$ cat config.mk
export PLATFORM = sky130hd
export DESIGN_NAME = clock_switch_ctrl
export DESIGN_NICKNAME = d
export VERILOG_FILES = /design/src/rtl/clock_switch_ctrl.sv
export SDC_FILE = /design/constraint.sdc
export NUM_CORES = 1
export LEC_CHECK = 0
export BUFFER_PORTS_ARGS = -buffer_cell sky130_fd_sc_hd__buf_2
export CAP_MARGIN = 20
export CORE_UTILIZATION = 52
export DETAILED_ROUTE_END_ITERATION = 8
export GPL_ROUTABILITY_DRIVEN = 0
export PLACE_DENSITY = 0.83
export SLEW_MARGIN = 30
export SYNTH_ARGS = -nofsm -noshare
export SYNTH_HDL_FRONTEND = slang
export SYNTH_SLANG_ARGS = --single-unit
export TNS_END_PERCENT = 50
$ cat constraint.sdc
create_clock -name C7M -period 2.5 [get_ports C7M]
set_clock_uncertainty 0.2 [all_clocks]
set_input_delay 0.375 -clock C7M [delete_from_list [all_inputs] [get_ports C7M]]
set_output_delay 0.375 -clock C7M [all_outputs]
set_load 0.01 [all_outputs]
$ cat src/rtl/clock_switch_ctrl.sv
// CPU clock selection sequencer. Debounces the speed switch and the JP2/JP3/JP4
// jumpers, waits for an idle 68k bus, parks the CPU on C7M, reprograms the two
// dynamic clock selectors and the bank mux, then re-enables turbo.
module clock_switch_ctrl #(
  parameter int DEBOUNCE_CYCLES = 70000,
  parameter int IDLE_CYCLES     = 4,
  parameter int PARK_CYCLES     = 4,
  parameter int SETTLE_CYCLES   = 8
) (
  input  logic       C7M,
  input  logic       RESET,
  input  logic       CPU_SPEED_SWITCH,
  input  logic       JP2,
  input  logic       JP3,
  input  logic       JP4,
  input  logic       AS_CPU_n,
  input  logic       DTACK_CPU_n,
  output logic [3:0] CLKSEL0,
  output logic [3:0] CLKSEL1,
  output logic       BANK_SEL,
  output logic       TURBO_EN,
  output logic       BUSY,
  output logic       DONE,
  output logic [3:0] CUR_CODE
);

  localparam int CNT_W = 17;
  localparam logic [CNT_W-1:0] DEB_LAST    = CNT_W'(DEBOUNCE_CYCLES - 1);
  localparam logic [CNT_W-1:0] IDLE_LAST   = CNT_W'(IDLE_CYCLES - 1);
  localparam logic [CNT_W-1:0] PARK_LAST   = CNT_W'(PARK_CYCLES - 1);
  localparam logic [CNT_W-1:0] SETTLE_LAST = CNT_W'(SETTLE_CYCLES - 1);

  typedef enum logic [2:0] {
    ST_IDLE, ST_DEBOUNCE, ST_WAIT_BUS, ST_PARK, ST_SELECT, ST_SETTLE
  } state_t;

  state_t           state, state_next;
  logic [3:0]       tgt, tgt_next;
  logic [CNT_W-1:0] cnt, cnt_next;
  logic [5:0]       sync_p0, sync_p1;
  logic [3:0]       req;
  logic             bus_idle;

  // Map a two-bit clock index onto a one-hot selector code.
  function automatic logic [3:0] to_onehot(input logic [1:0] idx);
    to_onehot = 4'b0001 << idx;
  endfunction

  // Stage p0/p1: two-flop synchronisers for every asynchronous input
  always_ff @(posedge C7M) begin
    sync_p0 <= {CPU_SPEED_SWITCH, JP2, JP3, JP4, AS_CPU_n, DTACK_CPU_n};
    sync_p1 <= sync_p0;
  end

  assign req      = {~sync_p1[5], sync_p1[4], sync_p1[3], sync_p1[2]};
  assign bus_idle = sync_p1[1] & sync_p1[0];

  // State register together with the latched target code and shared counter
  always_ff @(posedge C7M) begin
    if (RESET) begin
      state <= ST_IDLE;
      tgt   <= '0;
      cnt   <= '0;
    end else begin
      state <= state_next;
      tgt   <= tgt_next;
      cnt   <= cnt_next;
    end
  end

  // Next-state logic; a request change before parking restarts the debounce
  always_comb begin
    state_next = state;
    tgt_next   = tgt;
    cnt_next   = cnt;
    unique case (state)
      ST_IDLE: begin
        if (req != CUR_CODE) begin
          tgt_next   = req;
          cnt_next   = '0;
          state_next = ST_DEBOUNCE;
        end
      end
      ST_DEBOUNCE, ST_WAIT_BUS: begin
        if (req != tgt) begin
          cnt_next = '0;
          if (req == CUR_CODE) begin
            state_next = ST_IDLE;
          end else begin
            tgt_next   = req;
            state_next = ST_DEBOUNCE;
          end
        end else if (state == ST_DEBOUNCE) begin
          if (cnt == DEB_LAST) begin
            cnt_next   = '0;
            state_next = ST_WAIT_BUS;
          end else begin
            cnt_next = cnt + 1'b1;
          end
        end else if (bus_idle) begin
          if (cnt == IDLE_LAST) begin
            cnt_next   = '0;
            state_next = ST_PARK;
          end else begin
            cnt_next = cnt + 1'b1;
          end
        end else begin
          cnt_next = '0;
        end
      end
      ST_PARK: begin
        if (cnt == PARK_LAST) begin
          cnt_next   = '0;
          state_next = ST_SELECT;
        end else begin
          cnt_next = cnt + 1'b1;
        end
      end
      ST_SELECT: begin
        cnt_next   = '0;
        state_next = ST_SETTLE;
      end
      ST_SETTLE: begin
        if (cnt == SETTLE_LAST) begin
          cnt_next   = '0;
          state_next = ST_IDLE;
        end else begin
          cnt_next = cnt + 1'b1;
        end
      end
      default: begin
        cnt_next   = '0;
        state_next = ST_IDLE;
      end
    endcase
  end

  // Output comb: busy whenever a sequence is in flight
  always_comb begin
    BUSY = (state != ST_IDLE);
  end

  // Clock-control registers; updated on transitions so each value is already
  // visible in the first cycle of the state it belongs to
  always_ff @(posedge C7M) begin
    if (RESET) begin
      CLKSEL0  <= 4'b0001;
      CLKSEL1  <= 4'b0001;
      BANK_SEL <= 1'b0;
      TURBO_EN <= 1'b0;
      DONE     <= 1'b0;
      CUR_CODE <= 4'b0000;
    end else begin
      DONE <= 1'b0;
      if (state == ST_WAIT_BUS && state_next == ST_PARK) begin
        TURBO_EN <= 1'b0;
      end
      if (state == ST_PARK && state_next == ST_SELECT) begin
        if (tgt[2]) begin
          CLKSEL1 <= to_onehot(tgt[1:0]);
        end else begin
          CLKSEL0 <= to_onehot(tgt[1:0]);
        end
        BANK_SEL <= tgt[2];
      end
      if (state == ST_SETTLE && state_next == ST_IDLE) begin
        TURBO_EN <= tgt[3];
        CUR_CODE <= tgt;
        DONE     <= 1'b1;
      end
    end
  end

endmodule

### Yosys cells after proc, flatten, opt, wreduce, memory -nomap -nowiden

Index checks and enable logic that the tools add are counted.

| word-level totals | value |
|---|---|
| flip-flop bits (word level) | 51 |
| output and inout bits | 16 |

| cells by class | value |
|---|---|
| multiplexer cells | 25 |
| bitwise operators | 3 |
| eq/ne operators | 16 |
| add/sub/neg operators | 1 |
| shift operators | 1 |
| reduce and logical (&&, ||, !) cells | 12 |

Operators with widths:

| operator | number |
|---|---|
| $mux W17 | 7 |
| $pmux W17 S4 | 1 |
| $mux W3 | 8 |
| $add A17 B1 Y17 const B | 1 |
| $eq A17 B17 Y1 const B | 1 |
| $eq A17 B2 Y1 const B | 1 |
| $eq A17 B3 Y1 const B | 1 |
| $pmux W3 S5 | 1 |
| $mux W4 | 3 |
| $eq A3 B2 Y1 const B | 3 |
| $eq A3 B3 Y1 const B | 3 |
| $ne A4 B4 Y1 | 2 |
| $pmux W4 S2 | 1 |
| $logic_not A3 Y1 | 2 |
| $ne A2 B2 Y1 const B | 3 |
| $eq A4 B4 Y1 | 1 |
| $mux W1 | 4 |
| $reduce_and A2 Y1 | 2 |
| $reduce_and A4 Y1 | 1 |
| $reduce_bool A2 Y1 | 2 |
| $shl A1 B2 Y4 const A | 1 |
| $eq A3 B1 Y1 const B | 1 |
| $logic_and A1 B1 Y1 | 3 |
| $reduce_bool A3 Y1 | 1 |
| other kinds (3) | 4 |

### Depth between registers and ports, before layout

| logic depth | value |
|---|---|
| depth in word-level cells | 10 |
| mapped depth | 8 |
| gate-level depth less buffers | 7 |

### Worst setup path before layout

OpenSTA, ideal clock, no wires.

| timing path | value |
|---|---|
| path type | reg-to-reg |
| start point | register cnt[0] |
| end point | register TURBO_EN |
| period minus slack after synthesis | 2.500 ns |
| slack | 0.000 ns |
| stages on the path, launching flop included | 8 |
| path buffers | 0 |
| arrival time | 2.209 ns |
| cell sequence | dfxtp_1 > ha_1 > nand3_2 > or3_1 > or2_0 > o221a_1 > or4_1 > a311oi_1 |

| between the ends | value |
|---|---|
| word-level cells in the longest chain between the ends | 9 |
| elaborated cells on any way between the ends | 17 |
| those cells by class | 4 x eq/ne; 9 x mux; 4 x reduce/logical |

Ends and longest elaborated chain:

| item | line | text |
|---|---|---|
| start: declaration | 39 | `logic [CNT_W-1:0] cnt, cnt_next;` |
| start signal: assignment | 67 | `cnt <= cnt_next;` |
| $eq A17 B2 Y1 | 101, 112 |  |
| $mux W3 | 101 | `if (cnt == IDLE_LAST) begin` |
| $mux W3 | 100 | `end else if (bus_idle) begin` |
| $mux W3 | 93 | `end else if (state == ST_DEBOUNCE) begin` |
| $mux W3 | 85 | `if (req != tgt) begin` |
| $pmux W3 S5 * | 76 | `unique case (state)` |
| $eq A3 B2 Y1 / $logic_not A3 Y1 (equally long branches) | 155, 166 |  |
| $logic_and A1 B1 Y1, on equally long branches | 155, 166 |  |
| $reduce_bool A2 Y1 (no source line) / $mux W1 (equally long branches) | -- |  |
| end signal: assignment | 167 | `TURBO_EN <= tgt[3];` |
| end: declaration | 21 | `output logic TURBO_EN,` |

Every way passes the cells marked *; elsewhere a longest branch is shown, timed or not.
A chain may end at the register's enable or synchronous reset.

### Worst setup path in the final report

| timing path | value |
|---|---|
| start point | register cnt[4] |
| end point | register TURBO_EN |

The elaborated chain is that of the path after synthesis.

==> flow_summary.toml <==
[global_route]
antenna_found_initial = 0
grt_pass1_wl_mm = 7.25
grt_max_degree = 39
grt_pass1_vias = 1679
track_usage_pct = 21.3
grt_overflow = 0

[routing]
vias = 1929
drc = 0
wl_per_cell_um = 14.1
drt_wl_total_mm = 4.88
ant_nets = 0
viasPerCell = 5.59
drt-pass1-iter-count = 4
drtIter0Drc = 121

[synth]
yosysWarnings = 0
synth_seq_cells = 51
synth_edf_count = 0
syn_nets = 257
syn_area_mm2 = 0.00225
ys_seq_area_share_pct = 45.3
synth_top_area_share_pct = 45.3
synth_area_per_cell_um2 = 9.12
synthArstFlopShare_pct = 0
ys_types = 47
synth.area.top_cells = "dfxtp_1 (45%), mux2i_1 (8.4%), nor2_1 (6.0%)"
yosysTopAreaCell = "dfxtp_1"
syn-instance-count = 247
ys.flop_type = "dfxtp_1"

[setup_path]
worstPathArrival_ns = 2.50
endpoint_kind = "flip-flop"
critPathRequiredTime_ns = 2.53
setup.worst_path.class = "reg -> reg"
start_kind = "flip-flop"
crit_fanout = 6

[floorplan]
dieArea_mm2 = 0.00460
start_util_pct = 55.1
die_w_um = 67.8
fp-row-count = 23
io_pins = 24
die_y_um = 67.8
core_region_area_mm2 = 0.00409

[clocking]
cts_sinks = 51
clockRootBuffer = "clkbuf_8"
cts_buffers = 5
cts_tree = "done"
insertion_delay_ns = 0.31
clk_pin_slew_ns = 0.10
htreeDepth = 2
clockBufferDepth = 2

[placement]
io_buffers = 23
dpl_cell_area_mm2 = 0.00251
dpl.cell_count = 329
dp_slack_ns = -0.0489
place_hpwl_mm = 3.20

[run_status]
status = "finished clean"

[sta]
min_period_over_period_pct = 98.7
setup_violations = 0
finalMaxSlewViolations = 0
hold_violations = 0
setup_ws_ns = 0.0335
fmax_ghz = 0.405
rsz0062_at_grt = "true"
maxSlewHeadroom_pct = 52.8
tightest_slew_ns = 0.707
fin_crit_ns = 2.47

[power]
design_power_total_mw = 1.44
leakagePower_nw = 1.14
vdd_drop_max_mv = 0.423
cellPowerDensity_mw_per_mm2 = 520

[layout]
fin_cells = 345
fillers = 326
stdcell_area_mm2 = 0.00276
synthToLayoutAreaGrowth_pct = 22.5
fin_nets = 304
drive_gt1_share_pct = 25.8
num_antenna_cells = 0
final_cell_mix = "dfxtp_1 (47), nor2_1 (35), buf_2 (23)"
final_common_cell = "dfxtp_1"

[worst_hold_path]
worstHoldPathType = "reg -> reg"

[run]
drv_cap = 0
-- cell type report --
class                   count  area, um2  share of cell area, %
flip-flops and latches     51       1030                   37.2
clock inverters             3       27.5                  0.997
clock buffers               5       68.8                   2.49
inverters                   2       7.51                  0.272
well taps                  50       62.6                   2.27
multi-input cells         182       1210                   43.9
repair buffers             52        355                   12.9
-- what timing repair did --
action	4_1_cts	5_1_grt
gates resized for setup	4	14
hold buffers	6	0
pin swaps	2	6
buffers inserted	0	2
setup endpoints to repair	1	17
hold endpoints to repair	6	0
-- critical path: stages, from the launching register on --
cell,delay [ns]
dfxtp_1,0.37
nor4_2,0.40
nand4_1,0.30
nor3_2,0.24
nor2_1,0.08
or4_4,0.55
a311oi_1,0.25
-- registers in the layout, indices dropped and copies added, names as in the netlist, 3 cells and up --
name	flops
cnt	17
CLKSEL1	4
tgt	4
CUR_CODE	4
state	3
CLKSEL0	4
sync_p1	6
sync_p0	6
-- metrics by stage --
stage	hold WS (ns)	TNS (ns)	utilization [%]
3_3_place_gp	0.110	0	61.4
6_report	0.135	0	67.5
2_1_floorplan	0.110	0	-
4_1_cts	0.137	0	65.5
5_1_grt	0.147	-0.199	67.5
3_5_place_dp	0.113	-0.0489	61.4
-- cells in the mapped netlist (all sizes together), types with 3 or more instances --
cell type,number
o21ai,3
nor2b,5
clkbuf,7
nand2b,3
dfxtp,51
nand4,7
xnor2,11
nor2,36
xor2,5
buf,3
or3,4
nand2,18
nand3,7
nor3,18
mux2i,19
and3,5
a21oi,5
or2,4
nor4,9
-- power by group --
group / total, mW / switching [mW] / internal [mW]
clock: 0.504 / 0.296 / 0.208
sequential: 0.840 / 0.0121 / 0.828
combinational: 0.0920 / 0.0488 / 0.0432
-- routing by layer --
metal	global-route usage [%]	share of wire [%]	vias to the layer above
met4	10.4	2.1	0
met5	0	0	-
li1	-	-	956
met2	36.1	50	41
met3	4.33	3.4	9
met1	25.6	45	923
-- worst paths after layout --
check | depth (start not counted) | slack [ns] | startpoint | end
setup / recovery | 6 | 0.03 | cnt[4] | TURBO_EN
setup reg to reg | 6 | 0.03 | cnt[4] | TURBO_EN
hold reg to reg | 0 | 0.13 | sync_p0[2] | sync_p1[2]
hold / removal | 0 | 0.13 | sync_p0[2] | sync_p1[2]
-- kinds of logic after synthesis --
kind of cell / Yosys count / synth area share, %
AOI/OAI and AO/OA: 22 / 7.00
muxes: 19 / 8.44
adders and majority gates: 2 / 1.11
xor gates and xnor gates: 16 / 6.22
buffers and inverters: 14 / 3.83
DFF: 51 / 45.3
and+or+nand+nor: 123 / 28.1
Note: power is estimated with default switching activity, not from simulation.
